## src/rtl/instr_fetch.sv

```systemverilog
// Fetch stage: holds the PC, issues one outstanding imem read, and registers the word with its PC for decode.
// Latency: accept in cycle N, response in cycle M>N, instr_valid in cycle M+1; at least 3 cycles per instruction.
// Backpressure: the request holds with a stable address until it is accepted; the word stays in HOLD until instr_ready.
module instr_fetch #(
    parameter int unsigned     XLEN     = 64,
    parameter logic [XLEN-1:0] RESET_PC = '0
) (
    input  logic            clk,
    input  logic            rstn,
    output logic            imem_req_valid,
    input  logic            imem_req_ready,
    output logic [XLEN-1:0] imem_addr,
    input  logic            imem_rsp_valid,
    input  logic [31:0]     imem_rsp_data,
    output logic            instr_valid,
    input  logic            instr_ready,
    output logic [31:0]     instr,
    output logic [XLEN-1:0] instr_pc,
    input  logic            branch_taken,
    input  logic [XLEN-1:0] branch_pc,
    input  logic [XLEN-1:0] branch_offset,
    output logic            fetch_misalign
);

    typedef enum logic [1:0] {
        ST_REQ   = 2'd0,
        ST_WAIT  = 2'd1,
        ST_HOLD  = 2'd2,
        ST_DRAIN = 2'd3
    } state_t;

    state_t          state, state_nxt;
    logic [XLEN-1:0] pc, pc_nxt;
    logic            req_en;
    logic            instr_valid_nxt;
    logic            misalign_nxt;
    logic            load_instr;
    logic            req_fire;
    logic [XLEN-1:0] target;

    // req_en keeps the request low for the first cycle after reset release.
    assign imem_req_valid = (state == ST_REQ) && req_en;
    assign imem_addr      = pc;
    assign req_fire       = imem_req_valid && imem_req_ready;
    assign target         = branch_pc + branch_offset;

    always_comb begin
        state_nxt       = state;
        pc_nxt          = pc;
        instr_valid_nxt = instr_valid;
        misalign_nxt    = fetch_misalign;
        load_instr      = 1'b0;

        case (state)
            ST_REQ: begin
                if (req_fire) state_nxt = ST_WAIT;
            end
            ST_WAIT: begin
                if (imem_rsp_valid) begin
                    load_instr      = 1'b1;
                    instr_valid_nxt = 1'b1;
                    state_nxt       = ST_HOLD;
                end
            end
            ST_HOLD: begin
                if (instr_ready) begin
                    pc_nxt          = pc + XLEN'(4);
                    instr_valid_nxt = 1'b0;
                    state_nxt       = ST_REQ;
                end
            end
            ST_DRAIN: begin
                if (imem_rsp_valid) state_nxt = ST_REQ;
            end
            default: state_nxt = ST_REQ;
        endcase

        // A redirect wins over everything; a read still in flight must be drained first.
        if (branch_taken) begin
            pc_nxt          = {target[XLEN-1:2], 2'b00};
            instr_valid_nxt = 1'b0;
            load_instr      = 1'b0;
            misalign_nxt    = fetch_misalign | (target[1:0] != 2'b00);
            if (((state == ST_REQ) && req_fire) ||
                ((state == ST_WAIT) && !imem_rsp_valid) ||
                ((state == ST_DRAIN) && !imem_rsp_valid))
                state_nxt = ST_DRAIN;
            else
                state_nxt = ST_REQ;
        end
    end

    always_ff @(posedge clk or negedge rstn) begin
        if (!rstn) begin
            state          <= ST_REQ;
            pc             <= RESET_PC;
            req_en         <= 1'b0;
            instr_valid    <= 1'b0;
            instr          <= '0;
            instr_pc       <= '0;
            fetch_misalign <= 1'b0;
        end else begin
            state          <= state_nxt;
            pc             <= pc_nxt;
            req_en         <= 1'b1;
            instr_valid    <= instr_valid_nxt;
            fetch_misalign <= misalign_nxt;
            if (load_instr) begin
                instr    <= imem_rsp_data;
                instr_pc <= pc;
            end
        end
    end

endmodule

```

## config.mk

```make
export PLATFORM = sky130hd
export DESIGN_NAME = instr_fetch
export DESIGN_NICKNAME = d
export VERILOG_FILES = /design/src/rtl/instr_fetch.sv
export SDC_FILE = /design/constraint.sdc
export NUM_CORES = 1
export LEC_CHECK = 0
export BUFFER_PORTS_ARGS = -buffer_cell sky130_fd_sc_hd__buf_2
export CAP_MARGIN = 40
export CORE_MARGIN = 8
export CORE_UTILIZATION = 48
export DETAILED_ROUTE_END_ITERATION = 10
export PLACE_DENSITY = 0.76
export SYNTH_ARGS = -nofsm -noshare
export SYNTH_HDL_FRONTEND = slang
export SYNTH_SLANG_ARGS = --single-unit
```

## constraint.sdc

```tcl
create_clock -name clk -period 2.47 [get_ports clk]
set_input_delay 0.1235 -clock clk [delete_from_list [all_inputs] [get_ports clk]]
set_output_delay 0.1235 -clock clk [all_outputs]
set_load 0.005 [all_outputs]
```

== Yosys cells after proc, flatten, opt, wreduce, memory -nomap -nowiden ==
Cells that the tools add are included.
Storage, ports and cells
  register bits: 165
  input port bits: 166
Operators by class
  muxes and demuxes: 17
  reduce and logical (&&, ||, !) cells: 16
  add/sub/neg operators: 2
  bitwise operators: 1
  equality and inequality tests: 7
Operators by type and width (number)
  $mux 64: 3
  $add 64x3->64 const B: 1
  $add 64x64->64: 1
  $mux 2: 6
  $ne 3x3->1 const B: 4
  $pmux 2 s4: 1
  $mux 1: 6
  $reduce_bool 2->1: 3
  $logic_and 1x1->1: 5
  $eq 2x2->1 const B: 2
  $reduce_and 4->1: 1
  $reduce_and 3->1: 1
  $reduce_bool 3->1: 1
  $eq 2x1->1 const B: 1
  $logic_not 2->1: 1
  $logic_or 1x1->1: 2
  $pmux 1 s2: 1
  $reduce_and 2->1: 1
  $logic_not 1->1: 1
  $or 1x1->1: 1

== Depth between registers and ports, before layout ==
  word-level depth: 8
  depth in mapped cells: 11
  mapped depth without buffers: 11

== Worst setup path before layout ==
No wires, ideal clock.
  path kind: input to register
  from: input branch_pc[0]
  to: register pc[60] (netlist: imem_addr[60])
  path slack: -0.289 ns
  stages: 11
  data required time: 2.330 ns
  arrival: 2.619 ns
  path buffers: 0
  setup time: 0.140 ns
  cells stage by stage: ha_1 > fa_1 > a21o_1 > a221oi_1 > o21ai_0 > a21bo_2 > a21bo_2 > a22oi_1 > a31o_2 > o311a_1 > o32ai_1
On the way
  cells in the longest elaborated chain, start to end: 2
Ends and longest elaborated chain
  start: declaration: line 20  | input logic [XLEN-1:0] branch_pc,
  $add 64x64->64: line 45  | assign target = branch_pc + branch_offset;
  $mux 64: line 79  | if (branch_taken) begin
  end signal: assignment: line 104  | pc <= pc_nxt;
  end: declaration: line 33  | logic [XLEN-1:0] pc, pc_nxt;
No other way between the ends.
A chain may end at the register's enable or synchronous reset.

== Worst setup path in the final report ==
  from: register pc[27] (netlist: imem_addr[27])
  to: register pc[62] (netlist: imem_addr[62])
On the way
  cells in the longest elaborated chain, start to end: 4
Ends and longest elaborated chain
  $add 64x3->64: line 67  | pc_nxt = pc + XLEN'(4);
  $mux 64: line 66  | if (instr_ready) begin
  $mux 64: line 54  | case (state)
  $mux 64: line 79
No other way between the ends. The select of a mux whose other input is x is not followed.

==> impl_metrics.csv <==
group,metric,value,unit
global_routing,grt_max_degree,98,
clock_network,cts-root-buf,"clkbuf_16",
place,dp_slack,-0.480,ns
timing,fmax,0.362,GHz
min_path,hold_path.class,"in -> reg",
layout,multi_input_area,6800,um^2
routing,drt_iter0_markers,862,
setup_path,cp_slowest_cell,"or4_4",
timing,fin_crit_sh,112,%
logic_synthesis,syn_avg_cell_area,9.28,um^2
power_and_ir_drop,p_switching,0.00418,W
logic_synthesis,synth_mux_area_share,10.1,%
floorplan,num_rows,55,
place,dp_cells,1932,
clock_network,cts_buffer_depth,2,
layout,regArea,4030,um^2
layout,final_common_cell,"buf_2",
timing,tns,-2.04,ns
layout,final_layout_size_suffix_gt1_share,41.5,%
power_and_ir_drop,power_frac_comb,40.8,%
clock_network,cts_buffers,17,
logic_synthesis,synth_top_area_cell,"dfrtp_1",
timing,skew,0.0143,ns
place,portBuffers,324,
setup_path,required,2.79,ns
layout,final.fill_count,1727,
logic_synthesis,ys_ff_latch,161,
logic_synthesis,ys_async_sr_fraction,100,%
routing,routedWlPerCell,18.7,um
setup_path,critPathMaxStageDelay,0.47,ns
global_routing,grt_pass1_vias,11700,
timing,fin_ws,-0.289,ns
floorplan,die_w,167,um
timing,setup_viol,17,
power_and_ir_drop,sw_frac_of_total,35.9,%
logic_synthesis,synth_top_family_by_area,"compound AO/OA/AOI/OAI gates",
logic_synthesis,syn_area,11000,um^2
timing,slew_viol_final,0,
logic_synthesis,yosysTopAreaCellShare,36.6,%
clock_network,insertion_delay,0.43,ns
clock_network,cts_tree,"done",
global_routing,gr-usage-met1,32.6,%
timing,fin_crit,2.76,ns
clock_network,htree_levels,4,
global_routing,overflow,0,
power_and_ir_drop,power_frac_seq,36.3,%
routing,wl,37600,um
timing,hold_viol,0,
layout,area_growth,41.3,%
timing,worst_slew_pin_slew,0.807,ns
setup_path,cp-end-kind,"register",
logic_synthesis,yosys_warnings,0,
logic_synthesis,synth_edf_count,0,
floorplan,start_util,48.7,%
layout,final_cells,2012,
logic_synthesis,synth_cells,1185,
logic_synthesis,synth_compound_area_share,17.9,%
logic_synthesis,yosys.area_share.simple,15.6,%
logic_synthesis,synthXorXnorAreaFrac,8.60,%
layout,layout_common_cells,"buf_2 (323), buf_4 (198), dfrtp_1 (160)",
global_routing,grtUsageMet2,44.0,%
setup_path,path_common_cell,"or4_4",
power_and_ir_drop,vdd_ir_drop_max,0.000392,V
setup_path,cp_max_fo,4,
logic_synthesis,ys_seq_area_share,36.6,%
floorplan,ioPinCount,329,
flow_run,max_cap_violations,0,
timing,whs,0.0401,ns
global_routing,top_usage_layer,"met2",
routing,drc_errors,0,
routing,viasPerCell,5.58,
logic_synthesis,yosysUniqueCellTypes,73,
floorplan,die_h,167,um
layout,fin_nets,1944,
place,gp_congestion,0.926,
timing,rsz0062_at_grt,"true",
floorplan,dieArea,28000,um^2
floorplan,core_area,22600,um^2
global_routing,use_met3,4.73,%
logic_synthesis,synth_area_leaders,"dfrtp_1 (37%), mux2_2 (9.6%), ha_1 (7.3%)",
power_and_ir_drop,clkPwrFrac,22.9,%
setup_path,critPathTopFamily,"simple AND/OR/NAND/NOR gates",
outcome,violations,"negative setup slack",
global_routing,grt_pass1_wl,60200,um
clock_network,clk_pin_slew,0.08,ns
clock_network,cts.sinks,161,
setup_path,cp_data_arrival_time,3.08,ns
routing,dr.pass1.iters,6,
place,dp_hpwl,28800,um
logic_synthesis,synth_fa_ha_area_share,7.46,%
global_routing,antenna_found_initial,1,
setup_path,cp_num_buf_inv,2,
routing,ant_nets,0,
logic_synthesis,dominantRegCellSynth,"dfrtp_1",
power_and_ir_drop,power.internal,0.00746,W
power_and_ir_drop,power.density,749,nW/um^2
setup_path,crit_path_start_kind,"register",
layout,final_core_util,68.9,%
routing,vias,11200,
setup_path,path_class,"reg -> reg",
outcome,outcome,"finished, violations left",
timing,slew_headroom,46.2,%
power_and_ir_drop,p_leak,7.56,nW
setup_path,cp_cell_sequence,"nand4_2 > or4_4 > or4_4 > buf_6 > nor4_2 > buf_4 > and2_4 > nand2_1 > xor2_1 > nor2_1 > a31o_2",
global_routing,track_usage,26.1,%
[state kept, by name, indices dropped and copies added, names as in the netlist]
signal	count
state	2
instr	32
instr_pc	62
imem_addr	62
fetch_misalign	1
req_en	1
instr_valid	1
[kinds of logic (layout without fill, tap and decap cells)]
| logic type | count (synthesis) | count (layout) |
|---|---|---|
| and+or+nand+nor | 347 | 347 |
| xor gates and xnor gates | 108 | 108 |
| muxes | 99 | 99 |
| AOI/OAI and AO/OA | 306 | 306 |
| other | 2 | 6 |
| DFF | 161 | 161 |
| buffers and inverters | 97 | 635 |
| adders and majority gates | 65 | 65 |
[stage by stage]
step                      instance area, um^2  power (W)
after global routing                    15500     0.0123
after detailed placement                14300    0.00885
final                                   15500     0.0116
after CTS                               15400     0.0116
after floorplan                         11100    0.00638
after global placement                  14300    0.00866
[per-layer routing]
layer / wire length (um) / share of wire [%] / up-vias
li1: - / - / 5334
met1: 16000 / 43 / 5336
met2: 18100 / 48 / 487
met3: 2350 / 6.3 / 79
met4: 1140 / 3.0 / 0
met5: 0 / 0 / -
[tightest hold or removal path, delay by kind of cell]
| family | cells | cell delay [ns] |
|---|---|---|
| compound gates | 1 | 0.12 |
| buf+inv | 1 | 0.09 |
| simple gates | 1 | 0.07 |
[final timing paths]
check                                           start                         end  slack, ns  cells after the start
max reg2reg                 imem_addr[27]$_DFFE_PN0P_   imem_addr[62]$_DFFE_PN0P_      -0.29                     11
min                                    imem_req_ready        state[1]$_DFFE_PN0P_       0.04                      3
max in group asynchronous                        rstn    imem_addr[4]$_DFFE_PN0P_       1.36                      3
min reg2reg                fetch_misalign$_DFFE_PN0P_  fetch_misalign$_DFFE_PN0P_       0.48                      1
max                         imem_addr[27]$_DFFE_PN0P_   imem_addr[62]$_DFFE_PN0P_      -0.29                     11
min in group asynchronous                        rstn    instr_pc[30]$_DFFE_PN0P_       0.35                      2
[final cells by class]
cell class / instances / share of cell area, %
inverter: 33 / 0.797
multi-input combinational: 930 / 43.7
clock inverter: 15 / 1.05
antenna: 1 / 0.0161
clock buffer: 17 / 2.74
timing repair buffer: 570 / 23.5
sequential: 161 / 25.9
tap: 285 / 2.29
[synthesized netlist by cell type, drive strengths merged, types with 5 or more instances]
library cell,instances
and3,17
nor3,15
or3,5
a31oi,9
nor4,8
mux2,94
mux2i,5
o21bai,15
nand2b,5
o21ai,57
a21boi,5
nand2,103
a211oi,10
ha,64
inv,33
nor2b,9
o22ai,5
o21a,11
buf,16
clkbuf,48
a21o,45
and2,6
and4,9
xor2,49
nor2,86
nand3,27
a21oi,102
dfrtp,161
a2111oi,5
nand4,41
xnor2,59
[power by group through the flow]
stage / registers, W / logic (W) / clock network [W]
5_1_grt: 0.00435 / 0.00516 / 0.00279
3_3_place_gp: 0.00416 / 0.00450 / 0
2_1_floorplan: 0.00436 / 0.00201 / 0
3_5_place_dp: 0.00425 / 0.00461 / 0
4_1_cts: 0.00420 / 0.00471 / 0.00269
6_report: 0.00423 / 0.00475 / 0.00266
[repair_timing]
action,in CTS,in global routing
setup buffers,7,4
hold buffers,36,0
gates resized for setup,10,28
hold endpoints to repair,112,0
pin swaps,4,14
endpoints found under the setup margin,19,30
(Power assumes the default switching activity.)
